**src/rtl/shunt_pkg.sv**
```systemverilog
// Shared constants and types for the shunt put/get link receive side.
package shunt_pkg;

    localparam int unsigned M     = 9;
    localparam int unsigned NCH   = 4;
    localparam int unsigned DEPTH = 4;
    localparam int unsigned CW    = 2;

    typedef logic [M-1:0]  joined_t;
    typedef logic [CW-1:0] chan_t;

    typedef enum logic {
        RX_IDLE,
        RX_WAIT
    } rx_state_t;

endpackage

```
**src/rtl/shunt_rx_fifo.sv**
```systemverilog
// Per-channel synchronous FIFO holding joined vectors; head is visible while non-empty.
module shunt_rx_fifo #(
    parameter int unsigned DEPTH = 4,
    parameter int unsigned W     = 9
) (
    input  logic         clk_i,
    input  logic         rst_i,
    input  logic         push_i,
    input  logic         pop_i,
    input  logic [W-1:0] din_i,
    output logic [W-1:0] head_o,
    output logic         full_o,
    output logic         empty_o
);

    localparam int unsigned AW = $clog2(DEPTH);

    logic [W-1:0]  mem [DEPTH];
    logic [AW-1:0] wr_ptr;
    logic [AW-1:0] rd_ptr;
    logic [AW:0]   cnt;
    logic          do_push;
    logic          do_pop;

    assign full_o  = (cnt == (AW+1)'(DEPTH));
    assign empty_o = (cnt == '0);
    assign do_push = push_i & ~full_o;
    assign do_pop  = pop_i & ~empty_o;
    assign head_o  = mem[rd_ptr];

    // Power-of-two depth lets the pointers wrap by plain overflow.
    always_ff @(posedge clk_i or posedge rst_i) begin
        if (rst_i) begin
            wr_ptr <= '0;
            rd_ptr <= '0;
            cnt    <= '0;
        end else begin
            if (do_push) wr_ptr <= wr_ptr + AW'(1);
            if (do_pop)  rd_ptr <= rd_ptr + AW'(1);
            case ({do_push, do_pop})
                2'b10:   cnt <= cnt + (AW+1)'(1);
                2'b01:   cnt <= cnt - (AW+1)'(1);
                default: cnt <= cnt;
            endcase
        end
    end

    always_ff @(posedge clk_i) begin
        if (do_push) mem[wr_ptr] <= din_i;
    end

endmodule

```
**src/rtl/shunt_rx_chan_ctrl.sv**
```systemverilog
// Shunt link receiver: demuxes tagged vectors into per-channel FIFOs and serves sample requests,
// freezing a channel's design clock while its vector is outstanding. Option: SHUNT_RX_BYPASS_EN.
module shunt_rx_chan_ctrl
    import shunt_pkg::*;
#(
    parameter int unsigned NUM_CH = NCH
) (
    input  logic                  clk_i,
    input  logic                  rst_i,
    input  logic                  lnk_valid_i,
    output logic                  lnk_ready_o,
    input  logic [CW-1:0]         lnk_chan_i,
    input  logic [M-1:0]          lnk_data_i,
    input  logic [NUM_CH-1:0]     req_i,
    output logic [NUM_CH-1:0]     freeze_clk_o,
    output logic [NUM_CH*M-1:0]   data_o,
    output logic [NUM_CH-1:0]     upd_o,
    output logic [NUM_CH-1:0]     ovr_err_o,
    output logic                  tag_err_o
);

    localparam int unsigned NTAG = 32'(1) << CW;

    logic [NTAG-1:0]            tag_ok;
    logic [NTAG-1:0]            full_ext;
    logic [NUM_CH-1:0]          full;
    logic [NUM_CH-1:0]          empty;
    logic [NUM_CH-1:0]          lnk_hit;
    logic [NUM_CH-1:0]          push;
    logic [NUM_CH-1:0]          pop;
    logic [NUM_CH-1:0]          byp;
    logic [NUM_CH-1:0]          ovr_set;
    joined_t [NUM_CH-1:0]       head;
    joined_t [NUM_CH-1:0]       data_q;
    logic [NUM_CH-1:0]          upd_q;
    logic [NUM_CH-1:0]          ovr_q;
    logic                       tag_q;
    logic                       xfer;
    rx_state_t                  state_q [NUM_CH];
    rx_state_t                  state_d [NUM_CH];

    // Tags with no channel behind them read as never-full so they drain and get flagged.
    assign full_ext    = NTAG'(full);
    assign lnk_ready_o = ~rst_i & ~full_ext[lnk_chan_i];
    assign xfer        = lnk_valid_i & lnk_ready_o;

    for (genvar t = 0; t < NTAG; t++) begin : g_tag
        if (t < NUM_CH) begin : g_ok
            assign tag_ok[t] = 1'b1;
        end else begin : g_bad
            assign tag_ok[t] = 1'b0;
        end
    end

    for (genvar g = 0; g < NUM_CH; g++) begin : g_ch
        assign lnk_hit[g] = xfer & (lnk_chan_i == chan_t'(g));
        assign push[g]    = lnk_hit[g] & ~byp[g];

        shunt_rx_fifo #(
            .DEPTH (DEPTH),
            .W     (M)
        ) u_fifo (
            .clk_i   (clk_i),
            .rst_i   (rst_i),
            .push_i  (push[g]),
            .pop_i   (pop[g]),
            .din_i   (lnk_data_i),
            .head_o  (head[g]),
            .full_o  (full[g]),
            .empty_o (empty[g])
        );

        // Freeze goes up in the request cycle itself so the design clock never sees a stale sample.
        assign freeze_clk_o[g] = ~rst_i & ((state_q[g] == RX_WAIT) |
                                           ((state_q[g] == RX_IDLE) & req_i[g] & empty[g]));
    end

    always_ff @(posedge clk_i or posedge rst_i) begin
        if (rst_i) begin
            for (int c = 0; c < NUM_CH; c++) state_q[c] <= RX_IDLE;
        end else begin
            for (int c = 0; c < NUM_CH; c++) state_q[c] <= state_d[c];
        end
    end

    // Per-channel next state, pop and bypass decisions.
    always_comb begin
        for (int c = 0; c < NUM_CH; c++) state_d[c] = state_q[c];
        pop     = '0;
        byp     = '0;
        ovr_set = '0;
        for (int c = 0; c < NUM_CH; c++) begin
            case (state_q[c])
                RX_IDLE: begin
                    if (req_i[c]) begin
                        if (!empty[c]) pop[c] = 1'b1;
                        else           state_d[c] = RX_WAIT;
                    end
                end
                RX_WAIT: begin
                    ovr_set[c] = req_i[c];
                    if (!empty[c]) begin
                        pop[c]     = 1'b1;
                        state_d[c] = RX_IDLE;
                    end
`ifdef SHUNT_RX_BYPASS_EN
                    else if (lnk_hit[c]) begin
                        byp[c]     = 1'b1;
                        state_d[c] = RX_IDLE;
                    end
`endif
                end
                default: state_d[c] = RX_IDLE;
            endcase
        end
    end

    // Held vectors, update strobes and sticky error flags.
    always_ff @(posedge clk_i or posedge rst_i) begin
        if (rst_i) begin
            data_q <= '0;
            upd_q  <= '0;
            ovr_q  <= '0;
            tag_q  <= 1'b0;
        end else begin
            for (int c = 0; c < NUM_CH; c++) begin
                upd_q[c] <= pop[c] | byp[c];
                if (pop[c])      data_q[c] <= head[c];
                else if (byp[c]) data_q[c] <= lnk_data_i;
                ovr_q[c] <= ovr_q[c] | ovr_set[c];
            end
            tag_q <= tag_q | (xfer & ~tag_ok[lnk_chan_i]);
        end
    end

    assign data_o    = data_q;
    assign upd_o     = upd_q;
    assign ovr_err_o = ovr_q;
    assign tag_err_o = tag_q;

endmodule
```
**config.mk**
```make
export PLATFORM = sky130hd
export DESIGN_NAME = shunt_rx_chan_ctrl
export DESIGN_NICKNAME = d
export VERILOG_FILES = /design/src/rtl/shunt_pkg.sv /design/src/rtl/shunt_rx_fifo.sv /design/src/rtl/shunt_rx_chan_ctrl.sv
export SDC_FILE = /design/constraint.sdc
export NUM_CORES = 1
export LEC_CHECK = 0
export ABC_AREA = 0
export CAP_MARGIN = 20
export CORE_ASPECT_RATIO = 0.5
export CORE_UTILIZATION = 39
export CTS_CLUSTER_DIAMETER = 100
export DETAILED_ROUTE_END_ITERATION = 12
export PLACE_DENSITY = 0.58
export SYNTH_ARGS = -nofsm -noshare
export SYNTH_HDL_FRONTEND = slang
export SYNTH_SLANG_ARGS = --single-unit
```
**constraint.sdc**
```tcl
create_clock -name clk_i -period 4.9 [get_ports clk_i]
set_input_delay 1.47 -clock clk_i [delete_from_list [all_inputs] [get_ports clk_i]]
set_output_delay 1.47 -clock clk_i [all_outputs]
set_load 0.05 [all_outputs]
```
==> metrics.cfg <==
[floorplan]
die-height_microns=108
ios=68
core_sq_um=21800
initial_core_util_pct=40.1
dieWidth_microns=214
die_area_sq_um=23100
rows=38

[synth]
yosys.cell_types.count=34
ys_seq_area_share_pct=71.1
synth_seq_cells=220
async_flop_share_pct=34.5
syn-instance-count=531
synth_area_sq_um=8760
yosysTopAreaCell=edfxtp_1
yosysMostFrequentCell=edfxtp_1
synth_top_area_share_pct=49.4
synth_common_cells=edfxtp_1 (144), nand2_1 (112), dfrtp_1 (76)
yosysWarnings=0
avgSynthCellArea_sq_um=16.5
syn-num-nets=573
netlist_top_cells_area=edfxtp_1 (49%), dfrtp_1 (22%), mux4_2 (9.3%)
synth_top_flop_cell=edfxtp_1
synth_edf_count=144

[clock_network]
clock_sinks=220
cts_buffer_depth=3
path_clk_slew_ps=60
worstSkewPairLatency_ps=490
h-tree-depth=1
ctsHoldBuffers=0
cts_buffers=21
cts_root_buffer=clkbuf_16
postCtsSetupRepairBufs=0
cts_resized=0
cts_tree=done

[timing]
rsz0062_at_grt=no
hold_violations=0
report.final.slew_viol_count=0
tightest_slew_ps=724
setup_tns_ps=0
slew_headroom_pct=51.6
clock-skew-final_ps=10.1
finalCritPeriodShare_pct=94.0
period_minus_slack_ps=4610
setup_violations=0
clock.fmax_mhz=217

[cells_and_area]
multi_input_area_sq_um=2330
antenna_cells=0
syn2layout_area_growth_pct=18.5
layout-drive-gt1-share_pct=15.5
final_util_pct=47.6
nets=652
regArea_sq_um=6230
fillers=1863

[power]
power_uw=6420
combPwrFrac_pct=33.9
pwr-share-clk_pct=23.1
ir_worst_vdd_v=0.000223
swShare_pct=36.7
internal_power_uw=4060
p_per_area_nw_per_um2=618
switching_power_uw=2360
seqPwrFrac_pct=43.0
p_leak_uw=0.00394

[run_status]
status=complete, no violations

[route]
drt_iter0_markers=291
vias=4327
ant_nets=0
wl_mm=16.6
drt_pass1_iterations=5
viasPerCell=4.68
wl_per_cell_microns=18.0
drc=0

[worst_setup_path]
startpoint_type=input port
critPathCaptureType=primary output
reg2regPathDepth=9
arrival_ps=3140
path_class=input port to primary output
r2r_slack_ps=2460
r2r-end=g_ch[0].u_fifo.cnt[2]
rr_startpoint=g_ch[0].u_fifo.cnt[0]
crit_path_end=lnk_ready_o
cp.required_ps=3430
path_cells=clkdlybuf4s50_1, or4b_2, a21oi_1, nor4_1, buf_4
slowest_stage=or4b_2
slowest_delay_ps=660
path_max_fanout=6
crit_start=lnk_chan_i[1]

[flow_run]
max-cap-violations=0

[placement]
gp_congestion=0.703
post-dp-hpwl_mm=10.7
io_buffers=66

[global_routing]
antenna_found_initial=0
grt_usage_pct=15.0
grt_pass1_vias=4529
grt_max_degree=36
grt_pass1_wl_mm=26.0
grt-ovfl-total=0

[min_path]
hold_path.class=register to register

cells by family after synthesis:
logic type / Yosys count / synth area share (%)
AOI/OAI and AO/OA: 17 / 2.37
muxes: 44 / 10.3
xor gates and xnor gates: 24 / 2.40
DFF: 220 / 71.1
adders and majority gates: 24 / 3.77
and+or+nand+nor: 150 / 7.64
other: 1 / 0.0428
buffers and inverters: 51 / 2.37
worst max-delay path: cells and delay by family:
kind            cells  cell delay [ps]
compound gates      1              170
buf+inv             2              760
simple gates        2              740
routing by layer:
metal	part of all wire, %	vias to the layer above	track usage, %
met3	5.6	20	3.23
met5	0	-	0
met1	48	2174	22.3
li1	-	2057	-
met4	1.2	0	3.13
met2	45	76	22.6
per-stage QoR:
stage	worst slack, ps	hold WS (ps)	instances	cell area (sq um)
after global routing	211	470	924	10400
after CTS	271	457	924	10400
after global placement	328	442	887	9770
after detailed placement	271	443	887	9770
final	293	454	924	10400
after floorplan	251	468	531	8760
worst min-delay path by stage:
stage	startpoint	endpoint	cells past startpoint
5_1_grt	ovr_err_o[0]	ovr_err_o[0]	1
3_3_place_gp	ovr_err_o[0]	ovr_err_o[0]	1
4_1_cts	ovr_err_o[1]	ovr_err_o[1]	1
2_1_floorplan	g_ch[3].u_fifo.cnt[1]	state_q[0]	1
3_5_place_dp	ovr_err_o[1]	ovr_err_o[1]	1
6_report	ovr_err_o[1]	ovr_err_o[1]	1
sequential cells by signal, indices dropped and copies added (netlist names):
signal	count
g_ch.u_fifo.mem	144
upd_o	4
ovr_err_o	4
g_ch.u_fifo.cnt	12
g_ch.u_fifo.rd_ptr	8
g_ch.u_fifo.wr_ptr	8
data_o	36
state_q	4
cells in the final DEF (no fill, tap or decap), types with 6 or more instances in the layout:
cell | netlist | layout
edfxtp_1 | 144 | 144
nand2_1 | 112 | 112
dfrtp_1 | 76 | 76
clkdlybuf4s50_1 | 0 | 61
mux4_2 | 36 | 36
inv_1 | 33 | 32
clkbuf_16 | 0 | 21
ha_1 | 20 | 20
xnor2_1 | 16 | 16
buf_4 | 1 | 12
and2_1 | 10 | 10
nor2_1 | 8 | 8
xor2_1 | 8 | 8
clkbuf_1 | 6 | 7
and2_2 | 6 | 6
power groups by stage:
stage | Combinational, uW | Sequential (uW) | Clock [uW]
2_1_floorplan | 1120 | 3180 | 0
3_3_place_gp | 2170 | 2810 | 0
3_5_place_dp | 2200 | 2810 | 0
4_1_cts | 2210 | 2780 | 1520
5_1_grt | 2360 | 2830 | 1590
6_report | 2180 | 2760 | 1480
layout make-up:
class / instances / share of cell area (%)
clock buffer: 30 / 5.58
clock inverter: 7 / 0.338
inverter: 34 / 1.27
multi-input combinational: 260 / 22.5
sequential: 220 / 60.0
tap: 300 / 3.62
timing repair buffer: 73 / 6.75
Power figures use the tool's default switching activity.
